`src/rtl/rtc_read_sequencer.sv`:
```
`default_nettype none
// ============================================================================
// Module      : rtc_read_sequencer
// Description : Walks a parameterised list of RTC register addresses over a
//               multiplexed address/data bus. Each register is read as an
//               ADDR phase, a CMD phase and a DATA phase. The returned byte is
//               captured and tagged with its list index. Supports a
//               start/busy/done handshake, a hold freeze and a continuous
//               loop mode.
// Revision    : 1.0 - initial release
// ============================================================================
module rtc_read_sequencer #(
    parameter int                         DATA_W    = 8,
    parameter int                         NUM_REGS  = 9,
    parameter logic [NUM_REGS*DATA_W-1:0] ADDR_LIST = 72'h42_41_26_25_24_23_22_21_43,
    parameter logic [DATA_W-1:0]          CMD_BYTE  = 8'hF0,
    parameter logic [DATA_W-1:0]          IDLE_VAL  = 8'hFF,
    parameter int                         PHASE_CYC = 2,
    parameter int                         IDX_W     = (NUM_REGS > 1) ? $clog2(NUM_REGS) : 1
) (
    input  logic              clk,
    input  logic              reset,
    input  logic              start,
    input  logic              hold,
    input  logic              loop,
    input  logic [DATA_W-1:0] bus_in,
    output logic [DATA_W-1:0] bus_out,
    output logic              a_d,
    output logic              cs_n,
    output logic              busy,
    output logic              done,
    output logic              rd_valid,
    output logic [IDX_W-1:0]  rd_index,
    output logic [DATA_W-1:0] rd_data
);

    localparam int               PH_W     = (PHASE_CYC > 1) ? $clog2(PHASE_CYC) : 1;
    localparam logic [PH_W-1:0]  LAST_PH  = PH_W'(PHASE_CYC - 1);
    localparam logic [IDX_W-1:0] LAST_IDX = IDX_W'(NUM_REGS - 1);

    typedef enum logic [1:0] {
        S_IDLE = 2'd0,
        S_ADDR = 2'd1,
        S_CMD  = 2'd2,
        S_DATA = 2'd3
    } state_t;

    state_t             r_state;
    logic [PH_W-1:0]    r_phase;
    logic [IDX_W-1:0]   r_idx;
    logic [IDX_W-1:0]   w_idx_inc;
    logic [DATA_W-1:0]  w_addr_tab [NUM_REGS];
    logic               w_phase_last;

    // Unpack the flat address list into an indexable table
    generate
        for (genvar g = 0; g < NUM_REGS; g++) begin : g_addr_tab
            assign w_addr_tab[g] = ADDR_LIST[g*DATA_W +: DATA_W];
        end
    endgenerate

    assign w_idx_inc    = r_idx + IDX_W'(1);
    assign w_phase_last = (r_phase == LAST_PH);

    // Sequencer FSM; bus outputs are registered from the next-state decision
    always_ff @(posedge clk) begin
        if (reset) begin
            r_state  <= S_IDLE;
            r_phase  <= '0;
            r_idx    <= '0;
            bus_out  <= IDLE_VAL;
            a_d      <= 1'b1;
            cs_n     <= 1'b1;
            busy     <= 1'b0;
            done     <= 1'b0;
            rd_valid <= 1'b0;
            rd_index <= '0;
            rd_data  <= '0;
        end else if (hold) begin
            // Freeze everything; pulses stay low so a pending capture is
            // simply taken on the first non-held last-DATA edge.
            done     <= 1'b0;
            rd_valid <= 1'b0;
        end else begin
            done     <= 1'b0;
            rd_valid <= 1'b0;
            case (r_state)
                S_IDLE: begin
                    if (start) begin
                        r_state <= S_ADDR;
                        r_phase <= '0;
                        r_idx   <= '0;
                        bus_out <= w_addr_tab[0];
                        a_d     <= 1'b0;
                        cs_n    <= 1'b0;
                        busy    <= 1'b1;
                    end
                end
                S_ADDR: begin
                    if (w_phase_last) begin
                        r_phase <= '0;
                        r_state <= S_CMD;
                        bus_out <= CMD_BYTE;
                    end else begin
                        r_phase <= r_phase + PH_W'(1);
                    end
                end
                S_CMD: begin
                    if (w_phase_last) begin
                        r_phase <= '0;
                        r_state <= S_DATA;
                        bus_out <= IDLE_VAL;
                        a_d     <= 1'b1;
                    end else begin
                        r_phase <= r_phase + PH_W'(1);
                    end
                end
                S_DATA: begin
                    if (w_phase_last) begin
                        r_phase  <= '0;
                        rd_data  <= bus_in;
                        rd_index <= r_idx;
                        rd_valid <= 1'b1;
                        if (r_idx != LAST_IDX) begin
                            r_idx   <= w_idx_inc;
                            r_state <= S_ADDR;
                            bus_out <= w_addr_tab[w_idx_inc];
                            a_d     <= 1'b0;
                        end else begin
                            done  <= 1'b1;
                            r_idx <= '0;
                            if (loop) begin
                                r_state <= S_ADDR;
                                bus_out <= w_addr_tab[0];
                                a_d     <= 1'b0;
                            end else begin
                                r_state <= S_IDLE;
                                bus_out <= IDLE_VAL;
                                a_d     <= 1'b1;
                                cs_n    <= 1'b1;
                                busy    <= 1'b0;
                            end
                        end
                    end else begin
                        r_phase <= r_phase + PH_W'(1);
                    end
                end
                default: r_state <= S_IDLE;
            endcase
        end
    end

endmodule
`default_nettype wire

```
`config.mk`:
```
export PLATFORM = sky130hd
export DESIGN_NAME = rtc_read_sequencer
export DESIGN_NICKNAME = d
export VERILOG_FILES = /design/src/rtl/rtc_read_sequencer.sv
export SDC_FILE = /design/constraint.sdc
export NUM_CORES = 1
export LEC_CHECK = 0
export CORE_AREA = 2 2 64 60
export CTS_CLUSTER_DIAMETER = 50
export DETAILED_ROUTE_END_ITERATION = 16
export DIE_AREA = 0 0 66 62
export PLACE_DENSITY = 0.81
export SLEW_MARGIN = 20
export SYNTH_ARGS = -nofsm -noshare
export SYNTH_HDL_FRONTEND = slang
export SYNTH_SLANG_ARGS = --single-unit
```
`constraint.sdc`:
```
create_clock -name clk -period 2.3 [get_ports clk]
set_input_delay 0.345 -clock clk [delete_from_list [all_inputs] [get_ports clk]]
set_output_delay 0.345 -clock clk [all_outputs]
set_load 0.02 [all_outputs]
```
==> summary.txt, run 1 <==
Setup path
  • Reg2reg setup slack: 240 ps
  • FF-to-FF End: r_idx[3]
  • Slowest cell on crit path: or4_4
  • CP Max Fanout: 10
  • Kind of critical path: flop to flop
  • CP Cell Sequence: inv_1 -> ha_1 -> nor2b_4 -> or4_4 -> nor2_4 -> nand3_1 -> a21oi_1
  • CP bufs+invs: 1
  • Crit path capture type: flop
  • Crit path depth: 7
  • WP data required: 2510 ps
  • Worst EP arrival: 2270 ps
  • Reg2reg start: r_state[1]
  • Max incr delay on CP: 540 ps
  • CP delay by family, top: simple AND/OR/NAND/NOR gates
  • Path depth of the worst reg2reg path: 7
  • Startpoint class of the critical path: flop

Worst hold path
  • Hold_sp: rd_index[0]
  • HP Class: flop to flop
  • Worst Hold Path EP: rd_index[0]
  • Hold depth: 2

STA
  • RSZ-0062 raised after global routing: false
  • Fmax: 0.4846 GHz
  • Final Hold Vio Count: 0
  • Worst slew margin: 64.08%
  • Tightest Pin Transition: 537.3 ps
  • Max Slew Vio Count: 0
  • Final worst path period share: 89.71%
  • Final-report setup violation count: 0
  • Setup TNS: 0 ps
  • Final Critical Period: 2063 ps
  • Clock skew: 4.578 ps

Synth
  • Synth Instances: 210
  • Post-synthesis net count: 233
  • Mapped Area: 1640 µm²
  • Yosys reg bits: 31
  • Syn avg cell area: 7.811 µm²
  • Asr flop ratio synth: 0%
  • Post-synth EDFFs: 0
  • Yosys warns: 0
  • Sequential element share of the synthesized area: 37.83%
  • Yosys cell types: 39
  • Commonest register cell after synthesis: dfxtp_1

Detailed routing
  • Wire per inst: 12.76 µm
  • DRC marker count from the first detailed-route iteration: 109
  • Via-to-Cell Ratio: 5.372
  • Final wirelength: 3.739 mm
  • Detailed Routing Iterations Pass 1: 4
  • Final ANT Viol Nets: 0
  • DRC Markers: 0
  • Vias after detailed routing: 1,574

Layout
  • Area Overhead vs Synth: 29.67%
  • Ant diodes: 0
  • Post-route insts no fill: 293
  • Most common cell after layout, fill and taps aside: clkdlybuf4s50_1
  • Most frequent cells in the layout: clkdlybuf4s50_1 (37), nand2_1 (34), dfxtp_1 (31)
  • Final Core Density: 60.41%
  • NumNets Final: 269
  • # fillers: 329
  • Ratio of cells with drive above 1 in the final layout: 6.883%

GRT
  • GRT Util Overall: 18.85%
  • Largest net degree at the start of global routing: 33
  • Global-route congestion overflow total: 0
  • Number of global-route vias before repair: 1,299
  • Initial antenna violation count: 0
  • First-pass GRT wire length: 5.837 mm

Floorplanning
  • Die Height: 62 µm
  • I/O Pins: 38
  • Core area: 3521 µm²
  • Die W: 66 µm
  • Standard-cell rows: 21
  • Starting Density: 46.59%
  • Die ar.: 4092 µm²

Clock tree
  • Max Buffers Root-to-Sink: 2
  • Latest clock arrival within the worst-skew pair: 290 ps
  • Sink Count: 31
  • Clock slew at reported path FFs: 60 ps
  • PostCTS Resize Cnt: 0
  • Clock root cell: clkbuf_8
  • CTS buffer count: 5
  • Setup bufs post-CTS: 0
  • Cts hold-fix bufs: 0
  • Clock tree from TritonCTS: done
  • CTS H-tree lvls: 2

Power
  • PwrDens: 621.5 nW/µm²
  • Leakage Power: 0.7635 nW
  • Max IR drop VDD: 286.3 µV

Placed design
  • Port Buffers: 37
  • Gp weighted congestion: 0.8266
  • Post-Place Cells: 285
  • DP Wirelength: 2.610 mm

Job
  • Max_cap viols: 0

Status
  • Status: complete, no violations
[sequential cells by signal (all words and copies together) (netlist names)]
signal / count
done: 1
cs_n: 1
busy: 1
rd_valid: 1
r_phase: 1
a_d: 1
r_state: 2
bus_out: 7
rd_index: 4
r_idx: 4
rd_data: 8
[through the flow]
step	total power, mW	hold WS [ps]	cell area (µm²)	setup WS [ps]
after floorplan	0.7592	481.0	1640	393.9
after global placement	0.8499	441.4	2023	350.4
after detailed placement	0.8514	447.6	2023	259.6
after CTS	1.325	456.5	2127	243.2
after global routing	1.378	475.1	2127	30.45
final	1.322	453.1	2127	236.6
[logic make-up (layout without fill, tap and decap cells)]
| logic type | Yosys count | in the layout | synth area share [%] |
|---|---|---|---|
| xor+xnor | 1 | 1 | 0.5340 |
| mux | 1 | 1 | 0.6102 |
| simple gates | 89 | 89 | 26.24 |
| flops | 31 | 31 | 37.83 |
| compound gates | 57 | 57 | 20.29 |
| fa+ha+maj | 10 | 10 | 7.628 |
| buf+inv | 21 | 58 | 6.865 |
[layer usage]
metal | wire length [µm] | vias up | track usage (%)
li1 | - | 799 | -
met1 | 1742 | 726 | 24.83
met2 | 1745 | 43 | 30.30
met3 | 206 | 6 | 5.946
met4 | 45 | 0 | 5.248
met5 | 0 | - | 0
[power by group]
| group | internal (mW) | total (mW) | switching [mW] |
|---|---|---|---|
| Sequential | 0.565 | 0.585 | 0.0204 |
| Combinational | 0.120 | 0.258 | 0.138 |
| Clock | 0.272 | 0.478 | 0.206 |
| Total | 0.957 | 1.32 | 0.365 |
[synth_stat cells (4+ instances only)]
cell	n	area (µm²)
inv_1	8	30.03
ha_1	10	125.1
nor2b_1	4	25.02
dfxtp_1	31	620.6
nand2_1	34	127.6
nand2b_1	4	25.02
a21oi_1	28	140.1
o21ai_0	12	60.06
nand3_1	7	35.03
nor2_1	18	67.56
clkbuf_1	4	15.01
nor3_1	9	45.04
[final cells by class]
type                            count  area [µm²]  area share, %
Clock buffer                        7       96.34          4.529
Multi-Input combinational cell    158       907.1          42.65
Inverter                            8       30.03          1.412
Timing Repair Buffer               42       407.9          19.18
Clock inverter                      1       7.507         0.3529
Tap cell                           46       57.56          2.706
Sequential cell                    31       620.6          29.18
[worst min-delay path, delay by kind of cell, from the launching register on]
family           cells  cell delay (ps)
AND/OR/NAND/NOR      1               50
flip-flops           1              310
AO/OA/AOI/OAI        1               50
[how the worst max path moves through the flow]
stage                     startpoint          to
after floorplan           r_state[0]    r_idx[2]
after CTS                 r_state[1]    r_idx[3]
after global routing      r_state[1]  r_state[0]
after global placement    r_state[1]    r_idx[3]
final                     r_state[1]    r_idx[3]
after detailed placement  r_state[1]    r_idx[3]
No activity file was read; power rests on OpenSTA's default activity.
==> run 2: changes to the inputs <==
CTS_BUF_LIST = sky130_fd_sc_hd__clkbuf_8   (was default)
GPL_TIMING_DRIVEN = 0   (was default)
==> run 2 against run 1 <==
Compared with the run above:
- die area unchanged
- hold slack got worse by 73 ps
- core utilization increased by 0.60 points
- maximum frequency decreased by 3.8%
- final cell count increased by 2.0%
==> summary.txt, run 2 (same netlist as run 1, synthesis figures left out) <==
Status
  • Status: complete, no violations

Layout
  • Final Core Density: 61.02% (+0.60 points)
  • NumNets Final: 276 (+2.6%)
  • Most common cell after layout, fill and taps aside: clkdlybuf4s50_1
  • Register area: 620.6 µm² (unchanged)
  • Final Cell Area: 2148 µm² (+1.0%)
  • Ratio of cells with drive above 1 in the final layout: 7.905% (+1.0 points)
  • Footprint of the multi-input gates: 909.6 µm² (+0.28%)
  • Most frequent cells in the layout: clkdlybuf4s50_1 (36), nand2_1 (34), dfxtp_1 (31)
  • Largest register FFs: 8 (unchanged)
  • Largest register by flop count: rd_data
  • Biggest regs: rd_data x8, bus_out x7
  • # fillers: 318 (-3.3%)
  • Post-route insts no fill: 299 (+2.0%)
  • Area Overhead vs Synth: 30.97%
  • Ant diodes: 0 (unchanged)

STA
  • Final-report setup violation count: 0 (unchanged)
  • PnR worst setup slack: 155.6 ps (-81.00 ps)
  • Worst Hold Margin: 380.3 ps (-72.80 ps)
  • Max Slew Vio Count: 0 (unchanged)
  • Fmax: 0.4663 GHz (-3.8%)
  • Tightest Pin Transition: 497.0 ps (-40.39 ps)
  • Setup TNS: 0 ps (unchanged)
  • Final Hold Vio Count: 0 (unchanged)
  • Clock skew: 6.082 ps (+1.504 ps)
  • Final Critical Period: 2144 ps (+81.00 ps)
  • RSZ-0062 raised after global routing: false
  • Worst slew margin: 66.52% (+2.4 points)
  • Final worst path period share: 93.24% (+3.5 points)

GRT
  • Initial antenna violation count: 0 (unchanged)
  • Met3 track demand over resource: 5.946% (unchanged)
  • Number of global-route vias before repair: 1,315 (+1.2%)
  • GRT Util Overall: 18.70% (-0.15 points)
  • Grt met1 use: 24.53% (-0.31 points)
  • Largest net degree at the start of global routing: 11 (-67%)
  • Global-route congestion overflow total: 0 (unchanged)
  • M2 GR Usage: 29.29% (-1.0 points)
  • First-pass GRT wire length: 5.713 mm (-2.1%)
  • Busiest grt layer: met2

Floorplanning
  • Die Height: 62 µm (unchanged)
  • I/O Pins: 38 (unchanged)
  • Standard-cell rows: 21 (unchanged)
  • Die W: 66 µm (unchanged)
  • Starting Density: 46.59% (unchanged)
  • Core area: 3521 µm² (unchanged)
  • Die ar.: 4092 µm² (unchanged)

Clock tree
  • Clock root cell: clkbuf_8
  • PostCTS Resize Cnt: 0 (unchanged)
  • Cts hold-fix bufs: 0 (unchanged)
  • CTS buffer count: 5 (unchanged)
  • Setup bufs post-CTS: 0 (unchanged)
  • Max Buffers Root-to-Sink: 2 (unchanged)
  • Clock tree from TritonCTS: done
  • Clock slew at reported path FFs: 70 ps (about the same)
  • Latest clock arrival within the worst-skew pair: 280 ps (about the same)
  • Sink Count: 31 (unchanged)
  • CTS H-tree lvls: 2 (unchanged)

Worst hold path
  • Hold_sp: reset
  • HP Class: input port to flop
  • Worst Hold Path EP: bus_out[6]
  • Hold depth: 3 (+1)

Setup path
  • Kind of critical path: flop to flop
  • FF-to-FF End: r_idx[3]
  • WP data required: 2450 ps (-60 ps)
  • Startpoint class of the critical path: flop
  • Worst EP arrival: 2290 ps (+20 ps)
  • CP Max Fanout: 9 (-1)
  • Crit path capture type: flop
  • Reg2reg start: r_state[0]
  • Reg2reg setup slack: 160 ps (-80 ps)
  • Path depth of the worst reg2reg path: 7 (unchanged)

Detailed routing
  • Final ANT Viol Nets: 0 (unchanged)
  • Detailed Routing Iterations Pass 1: 4 (unchanged)
  • DRC Markers: 0 (unchanged)
  • Final wirelength: 3.618 mm (-3.2%)
  • Wire per inst: 12.10 µm (-5.2%)
  • Via-to-Cell Ratio: 5.154 (-4.1%)
  • Vias after detailed routing: 1,541 (-2.1%)
  • DRC marker count from the first detailed-route iteration: 72 (-34%)

Power
  • Leakage Power: 0.7879 nW (+3.2%)
  • Max IR drop VDD: 323.5 µV (+13%)
  • Tot Pwr: 1.279 mW (-3.3%)
  • PwrDens: 595.4 nW/µm² (-4.2%)

Placed design
  • Port Buffers: 36 (-2.7%)
  • DP Wirelength: 2.659 mm (+1.9%)
  • Cell Area, Placed: 2058 µm² (+1.7%)
  • Post-Place Cells: 292 (+2.5%)
  • Worst slack, placed: 203.2 ps (-56.40 ps)
  • Gp weighted congestion: 0.8514 (+3.0%)

Job
  • Max_cap viols: 0 (unchanged)
## run 2: cell count changes in the layout (fill, tap and decap cells not counted), sizes merged
| cell | previous run | this run |
|---|---|---|
| buf | 5 | 6 |
| clkbuf | 7 | 12 |
| clkdlybuf4s50 | 37 | 36 |
| clkinv | 0 | 1 |
| clkinvlp | 1 | 0 |
| dlymetal6s2s | 0 | 1 |
## run 2: cell type report
cell class,count,share of cell area (%)
Timing Repair Buffer,36,16.77
Tap cell,46,2.679
Clock buffer,6,3.844
Multi-Input combinational cell,158,42.34
Inverter,8,1.398
Buffer,13,3.844
Sequential cell,31,28.89
Clock inverter,1,0.2330
## run 2: routing by layer
| layer | wire length [µm] | share of wire (%) |
|---|---|---|
| met1 | 1745 | 48 |
| met2 | 1652 | 46 |
| met4 | 53 | 1.5 |
| met5 | 0 | 0 |
| met3 | 167 | 4.6 |
## run 2: worst max-delay path by stage
stage	startpoint	endpoint	slack, ps	cells past startpoint
detailed placement	r_state[0]	r_idx[3]	200	7
global route	r_state[1]	r_idx[0]	10	8
global placement	r_state[0]	r_idx[0]	210	8
finish	r_state[0]	r_idx[3]	160	7
floorplan	r_state[0]	r_idx[2]	390	7
CTS	r_state[0]	r_idx[3]	180	7
## run 2: critical path: stages (launching register included)
cell and delay, ps:
dfxtp_1 510, inv_1 150, ha_1 310, nor2b_4 160, or4_4 480, buf_6 150
o21ai_0 160, a21oi_1 80
## run 2: report_power, final
group          switching (mW)  total, mW  internal (mW)  leakage [nW]
Clock                   0.196      0.430          0.234        0.0470
Sequential             0.0215      0.587          0.565         0.252
Combinational           0.138      0.262          0.124         0.489
Total                   0.355       1.28          0.924         0.788
